$ cat src/rtl/ppg_pkg.sv
// ppg_pkg: shared definitions for the pulse-oximeter sample path.
//   seq_state_t : LED/ADC sequencer states
//   phase_t     : LED phase encoding (PH_RED=0, PH_IR=1)
//   PPG_*       : default timing/width constants, shared with the FIR and top level
package ppg_pkg;

  typedef enum logic [2:0] {
    S_IDLE    = 3'd0,
    S_DEAD    = 3'd1,
    S_SETTLE  = 3'd2,
    S_CONVERT = 3'd3,
    S_HOLD    = 3'd4
  } seq_state_t;

  typedef enum logic {
    PH_RED = 1'b0,
    PH_IR  = 1'b1
  } phase_t;

  localparam int PPG_DATA_W         = 8;   // ADC sample width == FIR input width
  localparam int PPG_PHASE_CYCLES   = 50;  // clocks per LED phase, including the dead cycle
  localparam int PPG_SETTLE_CYCLES  = 10;  // LED-on clocks before the conversion request
  localparam int PPG_TIMEOUT_CYCLES = 20;  // clocks after adc_start that adc_done may still arrive

endpackage

$ cat src/rtl/led_phase_timer.sv
// led_phase_timer: counts clocks within one LED phase and tracks which LED owns the phase.
//   CLK_Filter, rst_n : clock, asynchronous active-low reset
//   run               : advance the counter this clock
//   clear             : force cnt=0, phase_sel=PH_RED (dominates run)
//   cnt               : position within the phase, 0..PHASE_CYCLES-1
//   last              : cnt is at PHASE_CYCLES-1 (wraps on the next run clock)
//   phase_sel         : current LED phase, toggles on each wrap
import ppg_pkg::*;

module led_phase_timer #(
  parameter int PHASE_CYCLES = PPG_PHASE_CYCLES,
  parameter int CNT_W        = $clog2(PHASE_CYCLES)
) (
  input  logic             CLK_Filter,
  input  logic             rst_n,
  input  logic             run,
  input  logic             clear,
  output logic [CNT_W-1:0] cnt,
  output logic             last,
  output phase_t           phase_sel
);

  assign last = (cnt == CNT_W'(PHASE_CYCLES - 1));

  // NOTE: clocked state uses non-blocking assignments so every register samples
  // pre-edge values regardless of the order in which always blocks are evaluated.
  always_ff @(posedge CLK_Filter or negedge rst_n) begin
    if (!rst_n) begin
      cnt       <= '0;
      phase_sel <= PH_RED;
    end else if (clear) begin
      cnt       <= '0;
      phase_sel <= PH_RED;
    end else if (run) begin
      if (last) begin
        cnt       <= '0;
        phase_sel <= (phase_sel == PH_RED) ? PH_IR : PH_RED;
      end else begin
        cnt <= cnt + CNT_W'(1);
      end
    end
  end

endmodule

$ cat src/rtl/led_adc_sequencer.sv
// led_adc_sequencer: alternates red/IR LEDs, one phase each, and runs one ADC conversion per
// phase after LED settling, steering the result to the matching channel register.
//   CLK_Filter, rst_n        : clock, asynchronous active-low reset
//   enable                   : run the sequencer; low stops it with LEDs off
//   err_clr                  : clears adc_timeout_err (a new timeout in the same clock wins)
//   adc_done, adc_data       : conversion-finished pulse and its result
//   adc_start                : 1-clk conversion request
//   led_red, led_ir          : LED drives, never high together
//   RED_ADC_Value, ir...     : last good sample per channel, held
//   red_valid, ir_valid      : 1-clk strobe when the matching value register updates
//   adc_timeout_err          : sticky flag, conversion not answered in time
import ppg_pkg::*;

module led_adc_sequencer #(
  parameter int DATA_W         = PPG_DATA_W,
  parameter int PHASE_CYCLES   = PPG_PHASE_CYCLES,
  parameter int SETTLE_CYCLES  = PPG_SETTLE_CYCLES,
  parameter int TIMEOUT_CYCLES = PPG_TIMEOUT_CYCLES
) (
  input  logic              CLK_Filter,
  input  logic              rst_n,
  input  logic              enable,
  input  logic              err_clr,
  input  logic              adc_done,
  input  logic [DATA_W-1:0] adc_data,
  output logic              adc_start,
  output logic              led_red,
  output logic              led_ir,
  output logic [DATA_W-1:0] RED_ADC_Value,
  output logic [DATA_W-1:0] IR_ADC_Value,
  output logic              red_valid,
  output logic              ir_valid,
  output logic              adc_timeout_err
);

  localparam int CNT_W = $clog2(PHASE_CYCLES);

  seq_state_t       state, next_state;
  logic [CNT_W-1:0] phase_cnt;
  logic [CNT_W-1:0] wait_cnt;
  logic             phase_last;
  phase_t           phase_sel;
  logic             start_next;
  logic             take_sample;
  logic             timeout_hit;
  logic             led_next;

  // Dropping enable clears the timer on the same edge the FSM returns to IDLE,
  // so a re-enable always starts from RED at count 0.
  led_phase_timer #(
    .PHASE_CYCLES(PHASE_CYCLES),
    .CNT_W       (CNT_W)
  ) u_timer (
    .CLK_Filter(CLK_Filter),
    .rst_n     (rst_n),
    .run       (state != S_IDLE),
    .clear     (!enable || state == S_IDLE),
    .cnt       (phase_cnt),
    .last      (phase_last),
    .phase_sel (phase_sel)
  );

  always_ff @(posedge CLK_Filter or negedge rst_n) begin
    if (!rst_n) state <= S_IDLE;
    else        state <= next_state;
  end

  // Wait counter reads 0 in the adc_start clock; adc_done is still accepted while it
  // reads TIMEOUT_CYCLES, which is also the clock where a missing answer times out.
  always_ff @(posedge CLK_Filter or negedge rst_n) begin
    if (!rst_n)                  wait_cnt <= '0;
    else if (state != S_CONVERT) wait_cnt <= '0;
    else                         wait_cnt <= wait_cnt + CNT_W'(1);
  end

  // NOTE: every signal written here gets a default first, so no path leaves one
  // unassigned and no latch is inferred.
  always_comb begin
    next_state  = state;
    start_next  = 1'b0;
    take_sample = 1'b0;
    timeout_hit = 1'b0;
    unique case (state)
      S_IDLE:   if (enable) next_state = S_DEAD;
      S_DEAD:   next_state = S_SETTLE;
      S_SETTLE: begin
        if (phase_cnt == CNT_W'(SETTLE_CYCLES)) begin
          next_state = S_CONVERT;
          start_next = 1'b1;
        end
      end
      S_CONVERT: begin
        if (adc_done) begin
          take_sample = 1'b1;
          next_state  = S_HOLD;
        end else if (wait_cnt == CNT_W'(TIMEOUT_CYCLES)) begin
          timeout_hit = 1'b1;
          next_state  = S_HOLD;
        end
      end
      S_HOLD:   if (phase_last) next_state = S_DEAD;
      default:  next_state = S_IDLE;
    endcase
    // Disable overrides everything: an in-flight conversion is abandoned silently.
    if (!enable) begin
      next_state  = S_IDLE;
      start_next  = 1'b0;
      take_sample = 1'b0;
      timeout_hit = 1'b0;
    end
    led_next = next_state inside {S_SETTLE, S_CONVERT, S_HOLD};
  end

  // Outputs are registered from next-state decode. phase_sel only changes on the
  // edge into DEAD, where led_next is 0, so the two LEDs can never overlap.
  always_ff @(posedge CLK_Filter or negedge rst_n) begin
    if (!rst_n) begin
      adc_start       <= 1'b0;
      led_red         <= 1'b0;
      led_ir          <= 1'b0;
      red_valid       <= 1'b0;
      ir_valid        <= 1'b0;
      RED_ADC_Value   <= '0;
      IR_ADC_Value    <= '0;
      adc_timeout_err <= 1'b0;
    end else begin
      adc_start <= start_next;
      led_red   <= led_next && (phase_sel == PH_RED);
      led_ir    <= led_next && (phase_sel == PH_IR);
      red_valid <= take_sample && (phase_sel == PH_RED);
      ir_valid  <= take_sample && (phase_sel == PH_IR);
      if (take_sample && phase_sel == PH_RED) RED_ADC_Value <= adc_data;
      if (take_sample && phase_sel == PH_IR)  IR_ADC_Value  <= adc_data;
      if (timeout_hit)  adc_timeout_err <= 1'b1;
      else if (err_clr) adc_timeout_err <= 1'b0;
    end
  end

endmodule
$ cat config.mk
export PLATFORM = sky130hd
export DESIGN_NAME = led_adc_sequencer
export DESIGN_NICKNAME = d
export VERILOG_FILES = /design/src/rtl/ppg_pkg.sv /design/src/rtl/led_phase_timer.sv /design/src/rtl/led_adc_sequencer.sv
export SDC_FILE = /design/constraint.sdc
export NUM_CORES = 1
export LEC_CHECK = 0
export ABC_AREA = 0
export CAP_MARGIN = 0
export CORE_MARGIN = 5
export CORE_UTILIZATION = 55
export DETAILED_ROUTE_END_ITERATION = 8
export GPL_TIMING_DRIVEN = 0
export PLACE_DENSITY = 0.92
export SYNTH_ARGS = -nofsm -noshare
export SYNTH_HDL_FRONTEND = slang
export SYNTH_HIERARCHICAL = 1
export SYNTH_SLANG_ARGS = --single-unit
$ cat constraint.sdc
create_clock -name CLK_Filter -period 3.5 [get_ports CLK_Filter]
set_input_delay 0.875 -clock CLK_Filter [delete_from_list [all_inputs] [get_ports CLK_Filter]]
set_output_delay 0.875 -clock CLK_Filter [all_outputs]
set_load 0.1 [all_outputs]
==> results.md, run 1 <==
* Multiplexer share of the synthesized area at 12.16%
* Internal power at between 700 and 800 uW
* First-pass GRT wire length at 6.803 mm
* XOR/XNOR Fraction of Synth Area at 1.442%
* CP Depth at 1
* 1st-iter DRT viols at 50
* Clock skew at 0.004876 ns
* Total die area at 4563 um2
* Gpl congestion at around 0.86
* Clock Path Buffers at 2
* Die X-Extent at 67.55 um
* RSZ-0062 raised after global routing: false
* Delay-heaviest family, CP: buffers and inverters
* Final Max Slew Viols at 0
* Worst reg2reg endpoint: u_timer/cnt[5]
* Register bit total from synthesis at 38
* Net Sw Power at between 500 and 600 uW
* Status: finished clean
* Initial Util at 58.71%
* CTS Buf Count at 5
* VDD IR max at 0.0002972 V
* CP max FO at 2
* Postcts setup bufs at 0
* Post-synthesis adder-cell area fraction at under 10%
* Post-synthesis compound-gate area fraction at 9.753%
* Die Ht at ~68 um
* Clock transition at the registers of the reported paths at ~0.12 ns
* Initial antenna violation count at 0
* CP max stage delay at 1.15 ns
* Layout net count at ~200
* Most frequent cells in the layout: dfrtp_1 (38), clkdlybuf4s50_1 (32), nor2_1 (9), inv_1 (9), mux2_2 (9)
* Count of cell types in the netlist at between 40 and 50
* Worst Path Required at 2.62 ns
* Ratio of cells with drive above 1 in the final layout at 24.32%
* Worst r2r path cells at 7
* Slew HR at 32.21%
* Syn_area_per_cell at 12.65 um2
* Simple-Gate Fraction of Synth Area at 17.17%
* Leak at 0.0009666 uW
* Pwr/cell area at approximately 540 nW/um2
* Critical Path End Type: output port
* GRT Total Usage at between 20% and 30%
* Post-synth top flop: dfrtp_1
* Mapped cell area at 1822 um2
* IO Count at 35
* Worst setup SP type: flop
* Clk pwr share at 19.9%
* H-tree depth at 2
* First drt pass iteration count at 4
* Layout Cells excl Fill at 229
* Reg2reg start: state[0]
* Largest net degree at the start of global routing at 39
* Hold Startpoint: IR_ADC_Value[5]
* Worst Setup Path Type: reg -> out
* CP bufs+invs at 1
* Period utilization at 79.64%
* Post-synth EDFFs at 0
* Final hold violations at 0
* Hold WS at ~0.51 ns
* Largest family of logic cells by synthesized area: simple AND/OR/NAND/NOR gates
* Critical path endpoint: IR_ADC_Value[2]
* IO Port Bufs at 33
* Antenna Cells at 0
* Fmax at roughly 360 MHz
* Ys async rst share at 100.0%
* Post-CTS Resized at 0
* CTS Hold Bufs at 0
* Worst-Skew Late Latency at between 0.3 and 0.4 ns
* Final Setup Violations at 0
* Logic pwr share at about two fifths
* Core area at about 3100 um2
* CP Cell Sequence: clkdlybuf4s50_1
* Final core utilization at 73.02%
* FILL cells at 203
* Setup TNS at 0 ns
* Hold WC Path Type: reg -> reg
* Routed Antenna Nets at 0
* CP Launch Point: IR_ADC_Value[2]
* CTS tree: built
* Reg2Reg Setup Slack at approximately 1.3 ns
* Post-DP Area at 2202 um2
* WL/cell at approximately 18 um
* Max Cap Viol at 0
* GRT overflow at 0
* Syn Nets at 161
* Commonest non-fill, non-tap cell in the layout: dfrtp_1
* Vias in the first global route at 1399
* Final min period at 2.787 ns
* Area grow syn2layout at 24.38%
* Worst-Margin Slew at 1.014 ns
* Fin area at 2266 um2
* CTS sink cnt at 38
* Final HPWL from detailed placement at 2.922 mm
* Via density at 5.568
* Final wirelength at 4.134 mm
* DR DRC count at 0
* Root Buffer: clkbuf_4
* Sequential Power Share at between 40% and 50%
* Synth Instances at 144
* Post-synthesis sequential area ratio at around 52%
* Net Sw Frac at 42.09%
* Synth warnings at 6
* Slowest-stage cell, CP: clkdlybuf4s50_1
* Row count at 20
* Routed via count at 1275
* Worst Path Arrival at 1.91 ns
* DP Cell Count at 221
==> per-layer routing <==
metal	vias up	GRT usage (%)	share of wire, %
met5	-	0	0
met4	0	9.114	3.0
met3	10	5.657	7.1
met2	55	38.40	53
met1	620	21.30	37
li1	590	-	-
==> power groups by stage <==
stage / sequential, uW / combinational, uW / clock [uW]
global placement: 512 / 462 / 0
global route: 515 / 489 / 267
CTS: 510 / 475 / 251
floorplan: 766 / 101 / 0
finish: 510 / 472 / 244
detailed placement: 517 / 472 / 0
==> logic make-up (layout without fill, tap and decap cells) <==
family | count (synthesis) | count (layout)
AO/OA/AOI/OAI | 24 | 24
XOR/XNOR | 3 | 3
adder cells (fa/ha/maj) | 4 | 4
buffers and inverters | 13 | 54
flip-flops | 38 | 38
multiplexers | 17 | 17
AND/OR/NAND/NOR | 45 | 45
==> metrics by stage <==
stage	setup slack [ns]	total power, uW
2_1_floorplan	1.361	866.6
6_report	0.7126	1225
5_1_grt	0.6553	1272
4_1_cts	0.6858	1235
3_5_place_dp	1.122	988.6
3_3_place_gp	0.7851	973.4
==> worst reg2reg max path, cell delays in order (launching register included) <==
cell and delay, ns:
dfrtp_1 0.39, buf_4 0.16, or3_2 0.55, nand2_1 0.13, buf_6 0.15, o211ai_4 0.11
or3_1 0.37, a211oi_2 0.23
==> synthesized netlist by cell type, types with 2 or more instances <==
cell,n,area [um2]
dfrtp_1,38,950.9
inv_1,9,33.78
mux2_2,9,101.4
nor2_1,9,33.78
mux2_4,8,120.1
nand2_1,8,30.03
o21ai_0,7,35.03
a21oi_1,5,25.02
nand3_1,5,25.02
ha_1,4,50.05
nor2b_1,4,25.02
or3_1,4,25.02
a211oi_1,2,15.01
and2_2,2,15.01
nand3b_1,2,15.01
xor2_1,2,17.52
==> state kept, by name, summed over array words and instances (netlist names) <==
register	count
red_valid	1
RED_ADC_Value	8
u_timer/phase_sel	1
state	3
u_timer/cnt	6
ir_valid	1
led_ir	1
adc_start	1
led_red	1
adc_timeout_err	1
wait_cnt	6
IR_ADC_Value	8
==> area by class of cell <==
class                           instances  area, um2  area share (%)
Sequential cell                        38      950.9           41.97
Timing Repair Buffer                   33      325.3           14.36
Multi-Input combinational cell         93      788.3           34.79
Buffer                                  4      48.80           2.154
Clock buffer                            6      51.30           2.264
Tap cell                               44      55.05           2.430
Inverter                                9      33.78           1.491
Clock inverter                          2      12.51          0.5522
==> how the worst min path moves through the flow <==
stage | to | slack, ns | depth (start not counted)
finish | IR_ADC_Value[5] | 0.51 | 1
CTS | wait_cnt[0] | 0.52 | 1
floorplan | wait_cnt[0] | 0.45 | 1
global route | wait_cnt[0] | 0.53 | 1
detailed placement | RED_ADC_Value[7] | 0.49 | 1
global placement | wait_cnt[0] | 0.47 | 1
No activity file was read; power rests on OpenSTA's default activity.
==> inputs of run 2 (changes only) <==
--- a/config.mk
+++ b/config.mk
@@ -8,10 +8,10 @@
 export ABC_AREA = 0
 export CAP_MARGIN = 0
 export CORE_MARGIN = 5
-export CORE_UTILIZATION = 55
+export CORE_UTILIZATION = 46
 export DETAILED_ROUTE_END_ITERATION = 8
 export GPL_TIMING_DRIVEN = 0
-export PLACE_DENSITY = 0.92
+export PLACE_DENSITY = 0.83
 export SYNTH_ARGS = -nofsm -noshare
 export SYNTH_HDL_FRONTEND = slang
 export SYNTH_HIERARCHICAL = 1
==> constraint.sdc (replaced) <==
create_clock -name CLK_Filter -period 2.4 [get_ports CLK_Filter]
set_input_delay 0.6 -clock CLK_Filter [delete_from_list [all_inputs] [get_ports CLK_Filter]]
set_output_delay 0.6 -clock CLK_Filter [all_outputs]
set_load 0.1 [all_outputs]
==> run 2 against run 1 <==
  * Count of clock-buffer cells in the layout grew 1
  * Utilization shrank 11 points
  * Die area grew 17%
  * Global-route usage shrank 5.9 points
  * Clock power grew 82%
  * Hold slack lost 0.11 ns
  * Final area grew 2.0%
  * Sequential power grew 45%
  * Total power grew 50%
  * Critical endpoint is now adc_start
  * Largest power group unchanged
==> results.md, run 2 (synthesis results as in run 1) <==
* Routed Antenna Nets at 0 (unchanged)
* Critical Path End Type: output port (unchanged)
* Fmax at approximately 420 MHz
* Hold WS at 0.4019 ns (was 0.5122 ns)
* Period utilization at 98.69%
* Final HPWL from detailed placement at 2.586 mm (was 2.922 mm)
* Via density at 5.296 (was 5.568)
* H-tree depth at 2 (unchanged)
* Status: finished clean (unchanged)
* Total die area at 5319 um2 (was 4563 um2)
* Final Setup Violations at 0 (unchanged)
* Worst-Margin Slew at 1.000 ns (was 1.014 ns)
* Final core utilization at 61.76% (was 73.02%)
* IO Count at 35 (unchanged)
* Final hold violations at 0 (unchanged)
* Commonest non-fill, non-tap cell in the layout: dfrtp_1 (unchanged)
* WL/cell at 15.43 um (was 18.05 um)
* Worst Path Arrival at 1.77 ns (was 1.91 ns)
* Final min period at 2.369 ns
* First-pass GRT wire length at 5.982 mm (was 6.803 mm)
* Setup TNS at 0 ns (unchanged)
* Clock Path Buffers at 2 (unchanged)
* CP max stage delay at 1.15 ns (about the same)
* Vias in the first global route at 1276 (was 1399)
* Max Cap Viol at 0 (unchanged)
* Leak at 0.001157 uW (was 0.0009666 uW)
* Final wirelength at 3.596 mm (was 4.134 mm)
* Die Ht at 72.93 um (was 67.55 um)
* Layout Cells excl Fill at 233 (was 229)
* CTS Buf Count at 5 (unchanged)
* Worst Path Required at 1.80 ns (was 2.62 ns)
* CTS sink cnt at 38 (unchanged)
* Worst setup SP type: flop (unchanged)
* Area grow syn2layout at 26.92% (was 24.38%)
* Antenna Cells at 0 (unchanged)
* RSZ-0062 raised after global routing: false (unchanged)
* Top Registers: IR_ADC_Value (8), RED_ADC_Value (8) (unchanged)
* GRT Total Usage at 14.72% (was 20.64%)
* CP bufs+invs at 1 (unchanged)
* GRT overflow at 0 (unchanged)
* CP max FO at 1 (was 2)
* Root Buffer: clkbuf_8 (was clkbuf_4)
* Routed via count at 1234 (was 1275)
* VDD IR max at 0.0003591 V (was 0.0002972 V)
* Die X-Extent at 72.93 um (was 67.55 um)
* Worst-Skew Late Latency at 0.29 ns (was 0.34 ns)
* Core area at 3744 um2 (was 3103 um2)
* Slew HR at 33.12% (was 32.21%)
* Delay-heaviest family, CP: buffers and inverters (unchanged)
* Layout net count at 201 (unchanged)
* 1st-iter DRT viols at 50 (unchanged)
* Ratio of cells with drive above 1 in the final layout at 23.78% (was 24.32%)
* DR DRC count at 0 (unchanged)
* Initial Util at 48.66% (was 58.71%)
* DP Cell Count at 225 (was 221)
* Initial antenna violation count at 0 (unchanged)
* CP Cell Sequence: clkdlybuf4s50_1 (unchanged)
* CTS Hold Bufs at 0 (unchanged)
* Tot Pwr at 1843 uW (was 1225 uW)
* Largest net degree at the start of global routing at 39 (unchanged)
* Final Max Slew Viols at 0 (unchanged)
* Slowest-stage cell, CP: clkdlybuf4s50_1 (unchanged)
* Worst Setup Path Type: reg -> out (unchanged)
* Postcts setup bufs at 0 (unchanged)
* Pwr/cell area at 797.1 nW/um2 (was 540.8 nW/um2)
* IO Port Bufs at 33 (unchanged)
* Clock skew at 0.006455 ns (was 0.004876 ns)
* Hold WC Path Type: in -> async (was reg -> reg)
* CTS tree: built (unchanged)
* Gpl congestion at 0.8714 (was 0.8600)
* CP Depth at 1 (unchanged)
* Most frequent cells in the layout: dfrtp_1 (38), clkdlybuf4s50_1 (16) (was dfrtp_1 (38), clkdlybuf4s50_1 (32), nor2_1 (9), inv_1 (9), mux2_2 (9))
* Clock transition at the registers of the reported paths at 0.07 ns (was 0.12 ns)
* Row count at 22 (was 20)
* First drt pass iteration count at 4 (unchanged)
* Worst r2r path cells at 6 (was 7)
[run 2: report_power, final]
| group | switching, uW | leakage [uW] | internal, uW |
|---|---|---|---|
| logic | 484 | 0.000590 | 176 |
| clock network | 213 | 0.0000482 | 232 |
| registers | 39.8 | 0.000519 | 699 |
| total | 737 | 0.00116 | 1110 |
[run 2: layout make-up]
type	count	area, um2
fillers	275	1431
flip-flops and latches	38	950.9
multi-input cells	93	788.3
repair buffers	33	339.1
clock buffers	7	86.33
well taps	48	60.06
plain buffers	4	48.80
inverters	9	33.78
clock inverters	1	5.005
[run 2: layer usage]
metal | vias to the layer above | GRT usage, % | share of wire, %
met4 | 0 | 9.016 | 3.0
met1 | 591 | 16.23 | 40
met3 | 10 | 3.994 | 8.4
met2 | 48 | 25.05 | 48
li1 | 585 | - | -
met5 | - | 0 | 0
[run 2: worst register-to-register path: stages (launching register included)]
cell,delay [ns]
dfrtp_1,0.46
or3_2,0.60
nand2_1,0.12
buf_6,0.15
o211ai_4,0.10
or3_1,0.32
a211oi_1,0.26
[run 2: metrics by stage]
step | area (um2) | worst slack, ns
2_1_floorplan | 1822 | 0.4205
3_3_place_gp | 2212 | -0.03863
3_5_place_dp | 2207 | 0.3107
4_1_cts | 2290 | 0.001438
5_1_grt | 2312 | 0.004094
6_report | 2312 | 0.03148
[run 2: path summary, 6_finish.rpt]
check                           slack (ns)               to   startpoint
worst min-delay path                  0.40  IR_ADC_Value[5]        rst_n
max in group asynchronous             1.49      wait_cnt[4]        rst_n
worst max-delay path                  0.03        adc_start    adc_start
worst min register to register        0.48      wait_cnt[0]  wait_cnt[0]
min in group CLK_Filter               0.48      wait_cnt[0]  wait_cnt[0]
worst max register to register        0.28   u_timer/cnt[3]     state[1]
[run 2: repair_timing]
item                                   4_1_cts  5_1_grt
setup endpoints to repair                    7        9
endpoints found under the hold margin        0        0
gates cloned                                 0        0
gates resized for setup                      7        9
pin swaps                                    0        0
==> inputs of run 3 (changes only) <==
--- a/config.mk
+++ b/config.mk
@@ -12,6 +12,7 @@
 export DETAILED_ROUTE_END_ITERATION = 8
 export GPL_TIMING_DRIVEN = 0
 export PLACE_DENSITY = 0.83
+export SLEW_MARGIN = 0
 export SYNTH_ARGS = -nofsm -noshare
 export SYNTH_HDL_FRONTEND = slang
 export SYNTH_HIERARCHICAL = 1
==> constraint.sdc (replaced) <==
create_clock -name CLK_Filter -period 2.4 [get_ports CLK_Filter]
set_input_delay 0.36 -clock CLK_Filter [delete_from_list [all_inputs] [get_ports CLK_Filter]]
set_output_delay 0.36 -clock CLK_Filter [all_outputs]
set_load 0.1 [all_outputs]
==> run 3 against run 2 <==
  * Global-route usage did not move
  * Wire length about the same
  * Count of clock-buffer cells in the layout is the same
  * Non-clock buffer count is the same
  * Clock skew is 0.0012 ns lower
  * Total power is 1.1% higher
  * Critical endpoint is now RED_ADC_Value[1]
  * Sequential cell count did not move
  * Final area shrank 0.60%
  * Register-to-register slack about the same
==> results.md, run 3 (synthesis results as in run 1) <==
* Core area at 3744 um2 (unchanged)
* Clk pwr share at 23.9% (was 24.1%)
* Leak at 0.0009806 uW (was 0.001157 uW)
* 1st-iter DRT viols at 49 (was 50)
* Final HPWL from detailed placement at 2.586 mm (unchanged)
* Vias in the first global route at 1276 (unchanged)
* Worst Path Arrival at 1.80 ns (was 1.77 ns)
* Largest net degree at the start of global routing at 39 (unchanged)
* Commonest non-fill, non-tap cell in the layout: dfrtp_1 (unchanged)
* Net Sw Frac at 39.59% (was 39.96%)
* Total die area at 5319 um2 (unchanged)
* DR DRC count at 0 (unchanged)
* Period utilization at 90.09% (was 98.69%)
* Final wirelength at 3.595 mm (was 3.596 mm)
* CP max stage delay at 1.14 ns (was 1.15 ns)
* Area grow syn2layout at 26.17% (was 26.92%)
* Max Cap Viol at 0 (unchanged)
* First drt pass iteration count at 4 (unchanged)
* GRT Total Usage at 14.72% (unchanged)
* Internal power at 1126 uW (was 1106 uW)
* H-tree depth at 2 (unchanged)
* Final min period at 2.162 ns (was 2.369 ns)
* Pwr/cell area at 810.7 nW/um2 (was 797.1 nW/um2)
* Critical Path End Type: output port (unchanged)
* CTS Buf Count at 5 (unchanged)
* WL/cell at 15.43 um (about the same)
* Post-CTS Resized at 0 (was 7)
* Worst Setup Path Type: reg -> out (unchanged)
* Row count at 22 (unchanged)
* Worst setup SP type: flop (unchanged)
* IO Count at 35 (unchanged)
* CTS sink cnt at 38 (unchanged)
* Delay-heaviest family, CP: buffers and inverters (unchanged)
* Initial Util at 48.66% (unchanged)
* Tot Pwr at 1863 uW (was 1843 uW)
* Slowest-stage cell, CP: clkdlybuf4s50_1 (unchanged)
* Final Max Slew Viols at 0 (unchanged)
* CTS tree: built (unchanged)
* Antenna Cells at 0 (unchanged)
* Layout net count at 201 (unchanged)
* IO Port Bufs at 33 (unchanged)
* Logic pwr share at 36.4% (was 35.8%)
* Status: finished clean (unchanged)
* Root Buffer: clkbuf_8 (unchanged)
* Slew HR at 33.12% (about the same)
* First-pass GRT wire length at 5.982 mm (unchanged)
* Initial antenna violation count at 0 (unchanged)
* Top Registers: IR_ADC_Value (8), RED_ADC_Value (8) (unchanged)
* Die Ht at 72.93 um (unchanged)
* Final hold violations at 0 (unchanged)
* Fmax at 462.5 MHz (was 422.2 MHz)
* CP bufs+invs at 1 (unchanged)
* VDD IR max at 0.0003634 V (was 0.0003591 V)
* Worst-Margin Slew at 1.000 ns (about the same)
* Routed Antenna Nets at 0 (unchanged)
* Clock transition at the registers of the reported paths at 0.07 ns (about the same)
* Routed via count at 1240 (was 1234)
* GRT overflow at 0 (unchanged)
* Postcts setup bufs at 0 (unchanged)
* Most frequent cells in the layout: dfrtp_1 (38), clkdlybuf4s50_1 (32), nor2_1 (9), inv_1 (9), mux2_2 (9) (was dfrtp_1 (38), clkdlybuf4s50_1 (16))
* RSZ-0062 raised after global routing: false (unchanged)
* Setup TNS at 0 ns (unchanged)
* Clock Path Buffers at 2 (unchanged)
* CP max FO at 2 (was 1)
* Hold WC Path Type: in -> async (unchanged)
* Gpl congestion at 0.8714 (unchanged)
* Die X-Extent at 72.93 um (unchanged)
* CTS Hold Bufs at 0 (unchanged)
* CP Cell Sequence: clkdlybuf4s50_1 (unchanged)
* Worst Path Required at 2.04 ns (was 1.80 ns)
* Clock skew at 0.005263 ns (was 0.006455 ns)
* Ratio of cells with drive above 1 in the final layout at 23.78% (unchanged)
* Worst-Skew Late Latency at 0.29 ns (about the same)
* Net Sw Power at 737.7 uW (was 736.6 uW)
* Final Setup Violations at 0 (unchanged)
* Sequential Power Share at 39.8% (was 40.1%)
* Via density at 5.322 (was 5.296)
==> run 3: cell types whose count changed in the layout (fill, tap and decap cells not counted), sizes merged <==
cell	change
dlymetal6s2s	-9
clkdlybuf4s50	+16
dlygate4sd2	-7
==> run 3: worst paths after layout <==
kind                             startpoint               end  slack [ns]  cells past startpoint
setup / recovery           RED_ADC_Value[1]  RED_ADC_Value[1]        0.24                      1
hold / removal                        rst_n   IR_ADC_Value[4]        0.16                      1
setup reg to reg                   state[0]    u_timer/cnt[5]        0.29                      7
hold reg to reg                 wait_cnt[0]       wait_cnt[0]        0.48                      1
max in group asynchronous             rst_n  RED_ADC_Value[6]        1.71                      1
min in group CLK_Filter         wait_cnt[0]       wait_cnt[0]        0.48                      1
==> run 3: metal layers <==
metal	track usage, %	routed length (um)	up-vias
met5	0	0	-
met4	9.016	109	0
met3	3.994	274	11
met2	25.05	1750	46
met1	16.23	1461	598
li1	-	-	585
==> run 3: layout make-up <==
type,instances,area (um2)
buffer,4,48.80
clock buffer,7,86.33
clock inverter,1,5.005
fill,282,1445
inverter,9,33.78
multi-input combinational,93,788.3
sequential,38,950.9
tap,48,60.06
timing repair buffer,33,325.3
==> run 3: through the flow <==
| step | instance area, um2 | util, % | hold slack, ns | setup WS [ns] | std cells |
|---|---|---|---|---|---|
| after floorplan | 1822 | - | 0.06441 | 0.4205 | 144 |
| after global placement | 2212 | 59.09 | 0.4726 | 0.2014 | 225 |
| after detailed placement | 2207 | 58.96 | 0.4766 | 0.3107 | 225 |
| after CTS | 2298 | 61.40 | 0.1884 | 0.2178 | 233 |
| after global routing | 2298 | 61.40 | 0.2424 | 0.1941 | 233 |
| final | 2298 | 61.40 | 0.1586 | 0.2379 | 233 |
==> run 3: power groups by stage <==
stage	Combinational (uW)	Clock [uW]	Sequential [uW]
after floorplan	147	0	1120
after global placement	674	0	747
after detailed placement	678	0	751
after CTS	682	464	741
after global routing	703	488	748
final	678	444	741
